==> config.mk <==
export PLATFORM = sky130hd
export DESIGN_NAME = seq_div
export DESIGN_NICKNAME = d
export VERILOG_FILES = /design/src/rtl/alu_pkg.sv /design/src/rtl/bSubtract.sv /design/src/rtl/seq_div.sv
export SDC_FILE = /design/constraint.sdc
export NUM_CORES = 1
export LEC_CHECK = 0
export ABC_AREA = 1
export CAP_MARGIN = 25
export CORE_MARGIN = 8
export CORE_UTILIZATION = 49
export CTS_CLUSTER_SIZE = 20
export DETAILED_ROUTE_END_ITERATION = 8
export PLACE_DENSITY = 0.88
export SYNTH_ARGS = -nofsm -noshare
export SYNTH_HDL_FRONTEND = slang
export SYNTH_SLANG_ARGS = --single-unit
==> constraint.sdc <==
create_clock -name clk -period 3.35 [get_ports clk]
set_input_delay 0.335 -clock clk [delete_from_list [all_inputs] [get_ports clk]]
set_output_delay 0.335 -clock clk [all_outputs]
set_load 0.005 [all_outputs]
==> src/rtl/alu_pkg.sv <==
// Shared ALU definitions: divider FSM states and the iteration counter width helper.
package alu_pkg;

  typedef enum logic [1:0] {
    IDLE = 2'd0,
    RUN  = 2'd1,
    DONE = 2'd2
  } state_t;

  // Counter must be able to hold the value w.
  function automatic int unsigned cnt_width(input int unsigned w);
    return $clog2(w + 1);
  endfunction

endpackage

==> src/rtl/bSubtract.sv <==
// One-bit full subtractor built from primitive gates: diff = A - B - b_in.
module bSubtract (
  input  logic A,
  input  logic B,
  input  logic b_in,
  output logic diff,
  output logic b_out
);

  logic a_xor_b;
  logic not_a;
  logic not_axb;
  logic gen;
  logic prop;

  xor x0 (a_xor_b, A, B);
  xor x1 (diff, a_xor_b, b_in);
  not n0 (not_a, A);
  not n1 (not_axb, a_xor_b);
  and a0 (gen, not_a, B);
  and a1 (prop, not_axb, b_in);
  or  o0 (b_out, gen, prop);

endmodule

==> src/rtl/seq_div.sv <==
// Multi-cycle restoring divider, one quotient bit per cycle, MSB first.
// Define SEQ_DIV_SIGNED_EN for two's-complement operands (truncating toward zero).
module seq_div
  import alu_pkg::*;
#(
  parameter int unsigned WIDTH = 8
) (
  input  logic             clk,
  input  logic             rst,
  input  logic             start,
  input  logic [WIDTH-1:0] dividend,
  input  logic [WIDTH-1:0] divisor,
  output logic             busy,
  output logic             done,
  output logic [WIDTH-1:0] quotient,
  output logic [WIDTH-1:0] remainder,
  output logic             div_by_zero
);

  localparam int unsigned CW = cnt_width(WIDTH);

  state_t           state;
  state_t           state_next;
  logic             pending;
  logic             accept;
  logic             load_done;
  logic [WIDTH-1:0] dvd_q;
  logic [WIDTH-1:0] dsr_q;
  logic [WIDTH-1:0] quo_q;
  logic [WIDTH-1:0] p_q;
  logic [CW-1:0]    cnt_q;
  logic [WIDTH-1:0] dvd_mag;
  logic [WIDTH-1:0] dsr_mag;

  logic [WIDTH:0]   p_shift;
  logic [WIDTH:0]   div_ext;
  logic [WIDTH:0]   diff;
  logic [WIDTH+1:0] bor;
  logic             q_bit;
  logic [WIDTH-1:0] p_iter;
  logic [WIDTH-1:0] quo_iter;
  logic [WIDTH-1:0] res_q;
  logic [WIDTH-1:0] res_r;
  logic             unused_bits;

  assign accept = start && (state == IDLE) && !pending;

`ifdef SEQ_DIV_SIGNED_EN
  logic dvd_neg_q;
  logic dsr_neg_q;

  assign dvd_mag = dividend[WIDTH-1] ? (~dividend + WIDTH'(1)) : dividend;
  assign dsr_mag = divisor[WIDTH-1]  ? (~divisor + WIDTH'(1))  : divisor;

  always_ff @(posedge clk) begin
    if (rst) begin
      dvd_neg_q <= 1'b0;
      dsr_neg_q <= 1'b0;
    end else if (accept) begin
      dvd_neg_q <= dividend[WIDTH-1];
      dsr_neg_q <= divisor[WIDTH-1];
    end
  end
`else
  assign dvd_mag = dividend;
  assign dsr_mag = divisor;
`endif

  // Trial subtraction P - {0,divisor} through the ripple chain.
  assign p_shift = {p_q, dvd_q[WIDTH-1]};
  assign div_ext = {1'b0, dsr_q};
  assign bor[0]  = 1'b0;

  for (genvar i = 0; i <= WIDTH; i++) begin : g_sub
    bSubtract u_sub (
      .A     (p_shift[i]),
      .B     (div_ext[i]),
      .b_in  (bor[i]),
      .diff  (diff[i]),
      .b_out (bor[i+1])
    );
  end

  // A surviving top bit is impossible once P is restored below the divisor.
  assign q_bit       = ~bor[WIDTH+1];
  assign p_iter      = q_bit ? diff[WIDTH-1:0] : p_shift[WIDTH-1:0];
  assign quo_iter    = {quo_q[WIDTH-2:0], q_bit};
  assign unused_bits = ^{diff[WIDTH], quo_q[WIDTH-1]};

  // Final results presented on entry to DONE.
  always_comb begin
    res_q = quo_iter;
    res_r = p_iter;
    if (dsr_q == '0) begin
      res_q = '1;
      res_r = dvd_q;
    end
`ifdef SEQ_DIV_SIGNED_EN
    if ((dsr_q != '0) && (dvd_neg_q ^ dsr_neg_q)) res_q = ~res_q + WIDTH'(1);
    if (dvd_neg_q) res_r = ~res_r + WIDTH'(1);
`endif
  end

  always_comb begin
    state_next = state;
    load_done  = 1'b0;
    case (state)
      IDLE: begin
        if (pending) begin
          if (dsr_q != '0) begin
            state_next = RUN;
          end else begin
            state_next = DONE;
            load_done  = 1'b1;
          end
        end
      end
      RUN: begin
        if (cnt_q == CW'(1)) begin
          state_next = DONE;
          load_done  = 1'b1;
        end
      end
      DONE:    state_next = IDLE;
      default: state_next = IDLE;
    endcase
  end

  always_ff @(posedge clk) begin
    if (rst) begin
      state       <= IDLE;
      busy        <= 1'b0;
      done        <= 1'b0;
      pending     <= 1'b0;
      dvd_q       <= '0;
      dsr_q       <= '0;
      quo_q       <= '0;
      p_q         <= '0;
      cnt_q       <= '0;
      quotient    <= '0;
      remainder   <= '0;
      div_by_zero <= 1'b0;
    end else begin
      state <= state_next;
      busy  <= (state_next == RUN);
      done  <= (state_next == DONE);
      if (accept) begin
        pending <= 1'b1;
        dvd_q   <= dvd_mag;
        dsr_q   <= dsr_mag;
      end else if (pending) begin
        pending <= 1'b0;
        p_q     <= '0;
        quo_q   <= '0;
        cnt_q   <= CW'(WIDTH);
      end
      if (state == RUN) begin
        p_q   <= p_iter;
        quo_q <= quo_iter;
        dvd_q <= {dvd_q[WIDTH-2:0], 1'b0};
        cnt_q <= cnt_q - CW'(1);
      end
      if (load_done) begin
        quotient    <= res_q;
        remainder   <= res_r;
        div_by_zero <= (dsr_q == '0);
      end
    end
  end

endmodule

Word-level counts from Yosys, hierarchy flattened. Cells that the tools add are included.

Word-level logic and storage cells: 105. Bits in registers: 57. Output and inout bits: 19.

Bitwise operators: 55. Add/sub/neg operators: 1. Muxes and demuxes: 21. Reduce and logical (&&, ||, !) cells: 10. Equal/unequal tests: 5.

Operators by type and width (count): 2-to-1 mux 8 bit (8); inverter 1 bit (17); AND 1 bit (16); XOR 1 bit (15); 2-to-1 mux 4 bit (3); logical NOT 8 bit (1); nonzero test 8 bit (1); 2-to-1 mux 7 bit (1); OR 1 bit (7); 2-to-1 mux 2 bit (3); equality test 2 x 1 -> 1 bit, second input constant (2); equality test 4 x 1 -> 1 bit, second input constant (1); 2-to-1 mux 1 bit (4); one-hot mux 2 bit (2 select lines) (1); nonzero test 2 bit (2); subtractor 4 x 1 -> 4 bit, second input constant (1); equality test 2 bit, second input constant (1); logical AND 1 bit (2); logical NOT 2 bit (1); inequality test 2 x 1 -> 1 bit, second input constant (1); one-hot mux 1 bit (2 select lines) (1); AND reduction 2 bit (1); OR reduction 2 bit (1); logical NOT 1 bit (1).

Logic depth before layout (Yosys ltp).
Depth in word-level cells: 19. Gate-level depth with buffers: 20. Depth with buffers taken out: 20.

Modules after synthesis. From an unflattened synthesis, not the netlist that was laid out.

Cells, all modules: 373. Area total of the unflattened synthesis: 2712.6 um2.

Modules (own cells, without submodules): seq_div (cells each 337, area an instance 2431.1 um2, instances 1, sequential area each 1141.1 um2); bSubtract (cells each 4, area an instance 31.3 um2, instances 9, sequential area each 0.0 um2).

Worst setup path after synthesis. Ideal clock, no wire load.

Path kind: flip-flop to flip-flop. Start: reg dvd_q[7]. End: reg remainder[0]. Path slack: -0.197 ns. Data required time: 3.286 ns. Cell stages (with the launch flop): 20. Setup time: 0.064 ns. Clock period less this slack: 3.547 ns. Buffers on the path: 0. Data arrival time: 3.483 ns. Path through: dfxtp_1 inv_1 ha_1 fa_1 inv_1 fa_1 fa_1 fa_1 fa_1 inv_1 fa_1 inv_1 fa_1 nor2_1 nand2_1 nand2_1 o21ai_0 nand2_1 nor2_1 nor2_1.

Word-level cells in the longest chain between the ends: 19. Elaborated cells between the ends (all ways): 20.

Ends and longest elaborated chain: start, declared (RTL line seq_div.sv:27) `logic [WIDTH-1:0] dvd_q;`; start signal, assigned (RTL line seq_div.sv:149) `dvd_q <= dvd_mag;`; start signal, assigned (RTL line seq_div.sv:160) `dvd_q <= {dvd_q[WIDTH-2:0], 1'b0};`; inverter 1 bit (RTL line bSubtract.sv:18) `not n0 (not_a, A);`; AND 1 bit (RTL line bSubtract.sv:20) `and a0 (gen, not_a, B);`; AND 1 bit (RTL line bSubtract.sv:21) `and a1 (prop, not_axb, b_in);`; OR 1 bit (RTL line bSubtract.sv:22) `or o0 (b_out, gen, prop);`; AND 1 bit (RTL line bSubtract.sv:21); OR 1 bit (RTL line bSubtract.sv:22); AND 1 bit (RTL line bSubtract.sv:21); OR 1 bit (RTL line bSubtract.sv:22); [... 3 more ...]; OR 1 bit (RTL line bSubtract.sv:22); AND 1 bit (RTL line bSubtract.sv:21); OR 1 bit (RTL line bSubtract.sv:22); AND 1 bit (RTL line bSubtract.sv:21); OR 1 bit (RTL line bSubtract.sv:22); AND 1 bit (RTL line bSubtract.sv:21); 2-to-1 mux 8 bit (*) (RTL line seq_div.sv:86) `assign p_iter = q_bit ? diff[WIDTH-1:0] : p_shift[WIDTH-1:0];`; 2-to-1 mux 8 bit (*) (RTL line seq_div.sv:94) `if (dsr_q == '0) begin`; end signal, assigned (RTL line seq_div.sv:165) `remainder <= res_r;`; end, declared (RTL line seq_div.sv:16) `output logic [WIDTH-1:0] remainder,`.

Every way passes the cells marked *; elsewhere a longest branch is shown, timed or not. A chain may end at the register's enable or synchronous reset.

Worst setup path after layout.
Start: reg dsr_q[0]. End: reg remainder[6].

Word-level cells in the longest chain between the ends: 18. Elaborated cells between the ends (all ways): 24.

Ends and longest elaborated chain: start, declared (RTL line seq_div.sv:28) `logic [WIDTH-1:0] dsr_q;`; start signal, assigned (RTL line seq_div.sv:150) `dsr_q <= dsr_mag;`; AND 1 bit (RTL line bSubtract.sv:20); AND 1 bit (RTL line bSubtract.sv:21); OR 1 bit (RTL line bSubtract.sv:22); AND 1 bit (RTL line bSubtract.sv:21); OR 1 bit (RTL line bSubtract.sv:22); AND 1 bit (RTL line bSubtract.sv:21); OR 1 bit (RTL line bSubtract.sv:22); AND 1 bit (RTL line bSubtract.sv:21); [... 2 more ...]; OR 1 bit (RTL line bSubtract.sv:22); AND 1 bit (RTL line bSubtract.sv:21); OR 1 bit (RTL line bSubtract.sv:22); AND 1 bit (RTL line bSubtract.sv:21); OR 1 bit (RTL line bSubtract.sv:22); AND 1 bit (RTL line bSubtract.sv:21); 2-to-1 mux 8 bit (RTL line seq_div.sv:86); 2-to-1 mux 8 bit (RTL line seq_div.sv:94).

Several ways; a longest one is shown, not always the timed one.

==> flow_metrics.tcl <==
set metrics [dict create \
    synth_top_family_by_area "simple AND/OR/NAND/NOR gates" \
    finalWirelength_um 6594 \
    drt_iter0_drc 239 \
    hpwl_um 4431 \
    power_density_mw_per_mm2 548.5 \
    max_stage_delay_ps 370 \
    vias_per_cell 5.089 \
    layout-drive-gt1-share 0.1611 \
    grt_pass1_wl_um 10720 \
    synth-xor-area-share 0 \
    io_pins 38 \
    violations "setup timing" \
    antenna_left 0 \
    rows 27 \
    grt_max_degree 34 \
    synth-async-reset-ratio 0 \
    synth_compound_area_frac 0.1299 \
    grt_overflow 0 \
    cts_hold_buf 0 \
    postPlaceCellArea_mm2 0.003151 \
    cp_slowest_cell "dfxtp_2" \
    dieWidth_um 89.66 \
    layout.nets 446 \
    synth_nets 400 \
    cts_tree "done" \
    final_common_cell "nand2_1" \
    drc 0 \
    fin_ws_ps -201.0 \
    clk_path_buf_depth 2 \
    syn_area_mm2 0.002659 \
    fin_crit_ps 3551 \
    finClkSkew_ps 9.969 \
    clock_sinks 57 \
    totalPowerFinal_w 0.001871 \
    fp.dieArea_mm2 0.008039 \
    hold_violations 0 \
    clock_latency_ps 340 \
    crit_path_end_kind "flip-flop" \
    htree_levels 3 \
    finalSetupViolations 18 \
    wire_per_inst_um 13.35 \
    met1_length_um 2695 \
    start_util 0.4950 \
    post-route-period-util 1.060 \
    core_mm2 0.005371 \
    max_cap_viol_count 0 \
    slew_viol_final 0 \
    fmax_ghz 0.2816 \
    min-delay-path-class "reg2reg" \
    worst_pin_slew_ps 698.2 \
    die_h_um 89.66 \
    leakagePower_nw 1.430 \
    diodes 0 \
    grt_pass1_vias 2418 \
    dr_wl_met3_um 550 \
    synth_edf_count 0 \
    grt_usage 0.1763 \
    ys_ff_latch 57 \
    routed.top_layer "met4" \
    vias 2514 \
    wl_met2_um 3150 \
    crit_fanout 5 \
    numCtsBuffers 9 \
    crit_type "reg2reg" \
    crit_chain "ha_4 -> fa_2 -> inv_2 -> fa_2 -> fa_2 -> fa_2 -> fa_2 -> inv_2 -> fa_2 -> inv_2 -> fa_2 -> inv_2 -> nand2_4 -> nand2_2 -> nand2_2 -> o21ai_1 -> nand2_1 -> nor2_1 -> nor2_1" \
    status "finished with violations" \
    first_pass_iters 4 \
    yosys.area_share.simple 0.2951 \
    synth_fa_ha_area_frac 0.06682 \
    relSlewSlack 0.5340 \
    syn_inst 371 \
    ys.flop_type "dfxtp_1" \
    place_ws_ps -186.3 \
    rsz0062_at_grt "yes" \
    cp_data_arrival_time_ps 3790 \
    crit_top_cell "fa_2" \
    cts_root_buf "clkbuf_8" \
    syn_area_per_cell_um2 7.167 \
    synth_mux_area_frac 0 \
    r2r_slack_ps -200 \
    worstPathRequired_ps 3590 \
    gp_congestion 0.8637 \
    io_buffers 37 \
    start_kind "flip-flop" \
    areaGrowthSynthToFinish_pct 28.28 \
    finalInstanceArea_mm2 0.003411 \
    cts.clk_slew.worst_paths_ps 70 \
    yosys_warnings 0 \
    final_cell_mix "91 x nand2_1, 62 x nor2_1, 55 x dfxtp_1" \
    synth_cell_types 26 \
    ir_worst_vdd_mv 0.3425 \
    ys_seq_area_frac 0.4292 \
    antenna_found_initial 0 \
]
-- flip-flops by register name, summed over array words and instances (netlist names) --
signal / count
state: 2
pending: 1
busy: 1
quo_q: 7
p_q: 8
dsr_q: 8
remainder: 8
dvd_q: 8
quotient: 8
div_by_zero: 1
done: 1
cnt_q: 4
-- metal layers --
| metal | vias to the layer above | track usage |
|---|---|---|
| met1 | 1139 | 0.1996 |
| met2 | 107 | 0.2888 |
| met4 | 0 | 0.09215 |
| li1 | 1249 | - |
| met5 | - | 0 |
| met3 | 19 | 0.05823 |
-- final timing paths --
path	depth (start not counted)	endpoint	start
hold reg to reg	2	div_by_zero	div_by_zero
hold / removal	2	div_by_zero	div_by_zero
setup reg to reg	19	remainder[6]	dsr_q[0]
setup / recovery	19	remainder[6]	dsr_q[0]
-- cell usage after synthesis, types with 2 or more instances --
master | number | area (µm²)
a21oi_1 | 31 | 155.2
buf_2 | 3 | 15.01
clkbuf_1 | 8 | 30.03
dfxtp_1 | 57 | 1141
fa_1 | 7 | 140.1
ha_1 | 3 | 37.54
inv_1 | 35 | 131.4
inv_2 | 4 | 15.01
nand2_1 | 102 | 382.9
nand2_2 | 3 | 18.77
nand2_4 | 2 | 22.52
nand3_1 | 10 | 50.05
nor2_1 | 63 | 236.5
nor3_1 | 3 | 15.01
o21ai_0 | 28 | 140.1
o22ai_1 | 2 | 12.51
-- worst max-delay path, delay by kind of cell (launching register included) --
kind | cells | cell delay (ps)
simple gates | 6 | 480
flops | 1 | 370
buf+inv | 4 | 270
fa+ha+maj | 8 | 2260
compound gates | 1 | 80
-- power by group --
group / switching (W) / leakage, nW / total, W / internal (W)
combinational: 0.000279 / 0.870 / 0.000471 / 0.000192
clock: 0.000279 / 0.0953 / 0.000640 / 0.000361
sequential: 0.0000333 / 0.465 / 0.000760 / 0.000726
total: 0.000591 / 1.43 / 0.00187 / 0.00128
-- cell families (layout without fill, tap and decap cells) --
group	after synthesis	in the layout
buf+inv	52	102
flops	57	57
simple gates	187	188
compound gates	65	65
fa+ha+maj	10	10
-- timing repair --
action / 4_1_cts / 5_1_grt
resized for setup: 20 / 8
gates cloned: 1 / 0
buffers inserted: 0 / 0
pin swaps: 13 / 6
setup endpoints to repair: 18 / 18
-- per-stage QoR --
step / instances / setup TNS [ps] / hold WS [ps] / utilization
after detailed placement: 477 / -1815 / 458.1 / 0.5865
final: 494 / -1999 / 474.7 / 0.6350
after global routing: 494 / -4417 / 494.0 / 0.6350
after CTS: 494 / -923.3 / 476.4 / 0.6308
after floorplan: 371 / 0 / 435.8 / -
after global placement: 477 / -377.7 / 448.1 / 0.5865
-- area by class of cell --
class | count | area [µm²]
fill | 459 | 1961
multi-input combinational | 263 | 1389
sequential | 57 | 1144
timing repair buffer | 47 | 445.4
inverter | 39 | 146.4
clock buffer | 11 | 141.4
tap | 72 | 90.09
clock inverter | 5 | 55.05
No activity file was read; power rests on OpenSTA's default activity.
==> edit, RTL diff (same settings) <==
`WIDTH`: 8 -> 7.
--- a/src/rtl/seq_div.sv
+++ b/src/rtl/seq_div.sv
@@ -5,3 +5,3 @@
 #(
-  parameter int unsigned WIDTH = 8
+  parameter int unsigned WIDTH = 7
 ) (
Interface: changed (resized dividend, divisor, quotient and remainder); port bits go from 38 to 34. No check against the original RTL was run, so the function may have changed too.
==> edit against the unedited design <==
- routed wire length is 19% lower
- worst hold slack worse by 0.0016 ns
- power is 19% lower
- the run still ends with negative setup slack left
- largest cell class unchanged
- sequential cell count is 7 lower
- worst setup slack better by 0.19 ns
- area after synthesis is 13% lower
- final area is 15% lower
- die area is 11% lower
==> edit: results (changes against the unedited design) <==
| Metric | Value |
|---|---|
| Outcome | complete, but fails checks (unchanged) |
| Violated checks | negative setup slack (unchanged) |
| Min-delay src | quo_q[5]$_SDFFE_PP0P_ (was div_by_zero$_SDFFE_PP0P_) |
| Synthesized Nets | 335 (was 400) |
| Detailed Route WL | 5320 um (was 6590 um) |
| Worst hold slack | 0.473 ns (was 0.475 ns) |
| Clock slew at reported path FFs | 0.11 ns (was 0.07 ns) |
| Layout cell share with drive strength beyond 1 | 15.5% (was 16.1%) |
| First-pass GRT wire length | 8870 um (was 10700 um) |
| IO Port Bufs | 33 (was 37) |
| Vias in the first global route | 2026 (was 2418) |
| Setup Viol. Count Final | 1 (was 18) |
| Syn. warnings | 0 (unchanged) |
| Worst slew margin | 58.0% (was 53.4%) |
| Fillers | 401 (was 459) |
| Reg-to-Reg Start | dvd_q[6]$_SDFFE_PP0P_ (was dsr_q[0]$_SDFFE_PP0P_) |
| Reg-to-reg endpoint | remainder[0]$_SDFFE_PP0P_ (was remainder[6]$_SDFFE_PP0P_) |
| Largest net degree at the start of global routing | 30 (was 34) |
| Nets@finish | 374 (was 446) |
| Post-synth top cells | nand2_1, dfxtp_1, nor2_1 (was nand2_1, nor2_1, dfxtp_1) |
| Crit path max-delay family | adder cells (unchanged) |
| Grt total ovfl | 0 (unchanged) |
| Hold Crit Class | register to register (unchanged) |
| Hold worst-path end | quo_q[5]$_SDFFE_PP0P_ (was div_by_zero$_SDFFE_PP0P_) |
| Max-cap violations | 0 (unchanged) |
| Routed vias | 2077 (was 2514) |
| CTS root buf | clkbuf_8 (unchanged) |
| Antenna violations before repair | 0 (unchanged) |
| Yosys cell types | 27 (was 26) |
| Worst-path fanout max | 8 (was 5) |
| Worst Setup Slack, final | -0.0109 ns (was -0.201 ns) |
| Slowest CP cell | fa_2 (was dfxtp_2) |
| Clk_skew | 0.0171 ns (was 0.00997 ns) |
| DR pass1 iterations | 4 (unchanged) |
| Peak supply drop | 352 uV (was 342 uV) |
| H-tree depth | 2 (was 3) |
| Initial DRC Count | 244 (was 239) |
| Setup TNS | -0.0109 ns (was -2.00 ns) |
| Ant diodes | 0 (unchanged) |
| Reg2Reg Depth | 18 (was 19) |
| HPWL Detailed | 3630 um (was 4430 um) |
| CTS buffer count | 5 (was 9) |
| Lkg Pwr | 1.16 nW (was 1.43 nW) |
| Internal reg-to-reg setup slack | -0.01 ns (was -0.20 ns) |
| Gpl congestion | 0.925 (was 0.864) |
| Ys flop type | dfxtp_1 (unchanged) |
| Sequential area share after synthesis | 43.4% (was 42.9%) |
| Worst EP arrival | 3.61 ns (was 3.79 ns) |
| CP Capture Type | register (unchanged) |
| Biggest cell delay along the critical path | 0.42 ns (was 0.37 ns) |
| Clk_lat worst skew | 0.32 ns (was 0.34 ns) |
| Synth area leaders | dfxtp_1, nand2_1, nor2_1 (unchanged) |
| Startpoint Class | register (unchanged) |
| GRT Util Overall | 14.9% (was 17.6%) |
## edit: cell count changes in the layout (fill, tap and decap cells not counted), moves of 5 or more
cell	before	now
nor2_1	62	35
a21oi_1	31	21
o21ai_0	24	14
inv_1	30	21
nand2_1	91	100
nand2_2	13	4
nand3_1	10	2
dfxtp_1	55	48
a31oi_1	0	6
nand3b_1	0	6
clkbuf_8	10	5
## edit: layout make-up
class / instances / share of cell area (%)
sequential: 50 / 34.4
timing repair buffer: 40 / 13.1
tap: 54 / 2.32
multi-input combinational: 221 / 42.1
inverter: 30 / 3.95
clock inverter: 3 / 1.67
clock buffer: 5 / 2.36
## edit: worst register-to-register path: stages, from the launching register on
cell and delay, ns:
dfxtp_2 0.33, inv_2 0.06, ha_4 0.11, inv_2 0.03
fa_2 0.33, fa_2 0.35, fa_2 0.36, fa_2 0.34
inv_2 0.06, fa_2 0.18, inv_2 0.04, fa_2 0.42
nor2_4 0.20, nand2_1 0.09, o21ai_2 0.07, nand2_1 0.08
o21ai_1 0.10, nor2_1 0.06, nor2_1 0.08
## edit: cell families (layout without fill, tap and decap cells)
group | Yosys count | count (layout) | share of synthesized area [%]
buffers and inverters | 39 | 78 | 6.67
AO/OA/AOI/OAI | 53 | 53 | 12.1
XOR/XNOR | 1 | 1 | 0.380
flip-flops | 50 | 50 | 43.4
AND/OR/NAND/NOR | 157 | 158 | 30.6
adder cells (fa/ha/maj) | 9 | 9 | 6.84
## edit: routing by layer
layer  vias to the layer above  track usage, %  wire, um
met5                         -               0         0
met4                         0            6.96       170
met3                        19            3.32       330
met2                        72            25.3      2590
met1                       939            17.4      2230
li1                       1047               -         -
## edit: per-stage QoR
step / worst slack [ns] / cells / instance area (um^2) / utilization [%]
floorplan: 0.0401 / 309 / 2310 / -
global placement: -0.0456 / 392 / 2710 / 58.5
detailed placement: -0.213 / 392 / 2710 / 58.5
CTS: -0.0199 / 401 / 2850 / 61.5
global route: -0.121 / 403 / 2910 / 62.9
finish: -0.0109 / 403 / 2910 / 62.9
## edit: power by group
part           internal [mW]  leakage [nW]  switching (mW)
clock network          0.228        0.0563           0.215
registers              0.641         0.408          0.0308
logic                  0.171         0.697           0.232
## edit: what timing repair did
| action | CTS | global route |
|---|---|---|
| cloned | 1 | 0 |
| hold buffers | 0 | 0 |
| setup endpoints to repair | 15 | 15 |
| buffers inserted | 0 | 2 |
| pin swaps | 4 | 9 |
| resized for setup | 11 | 18 |
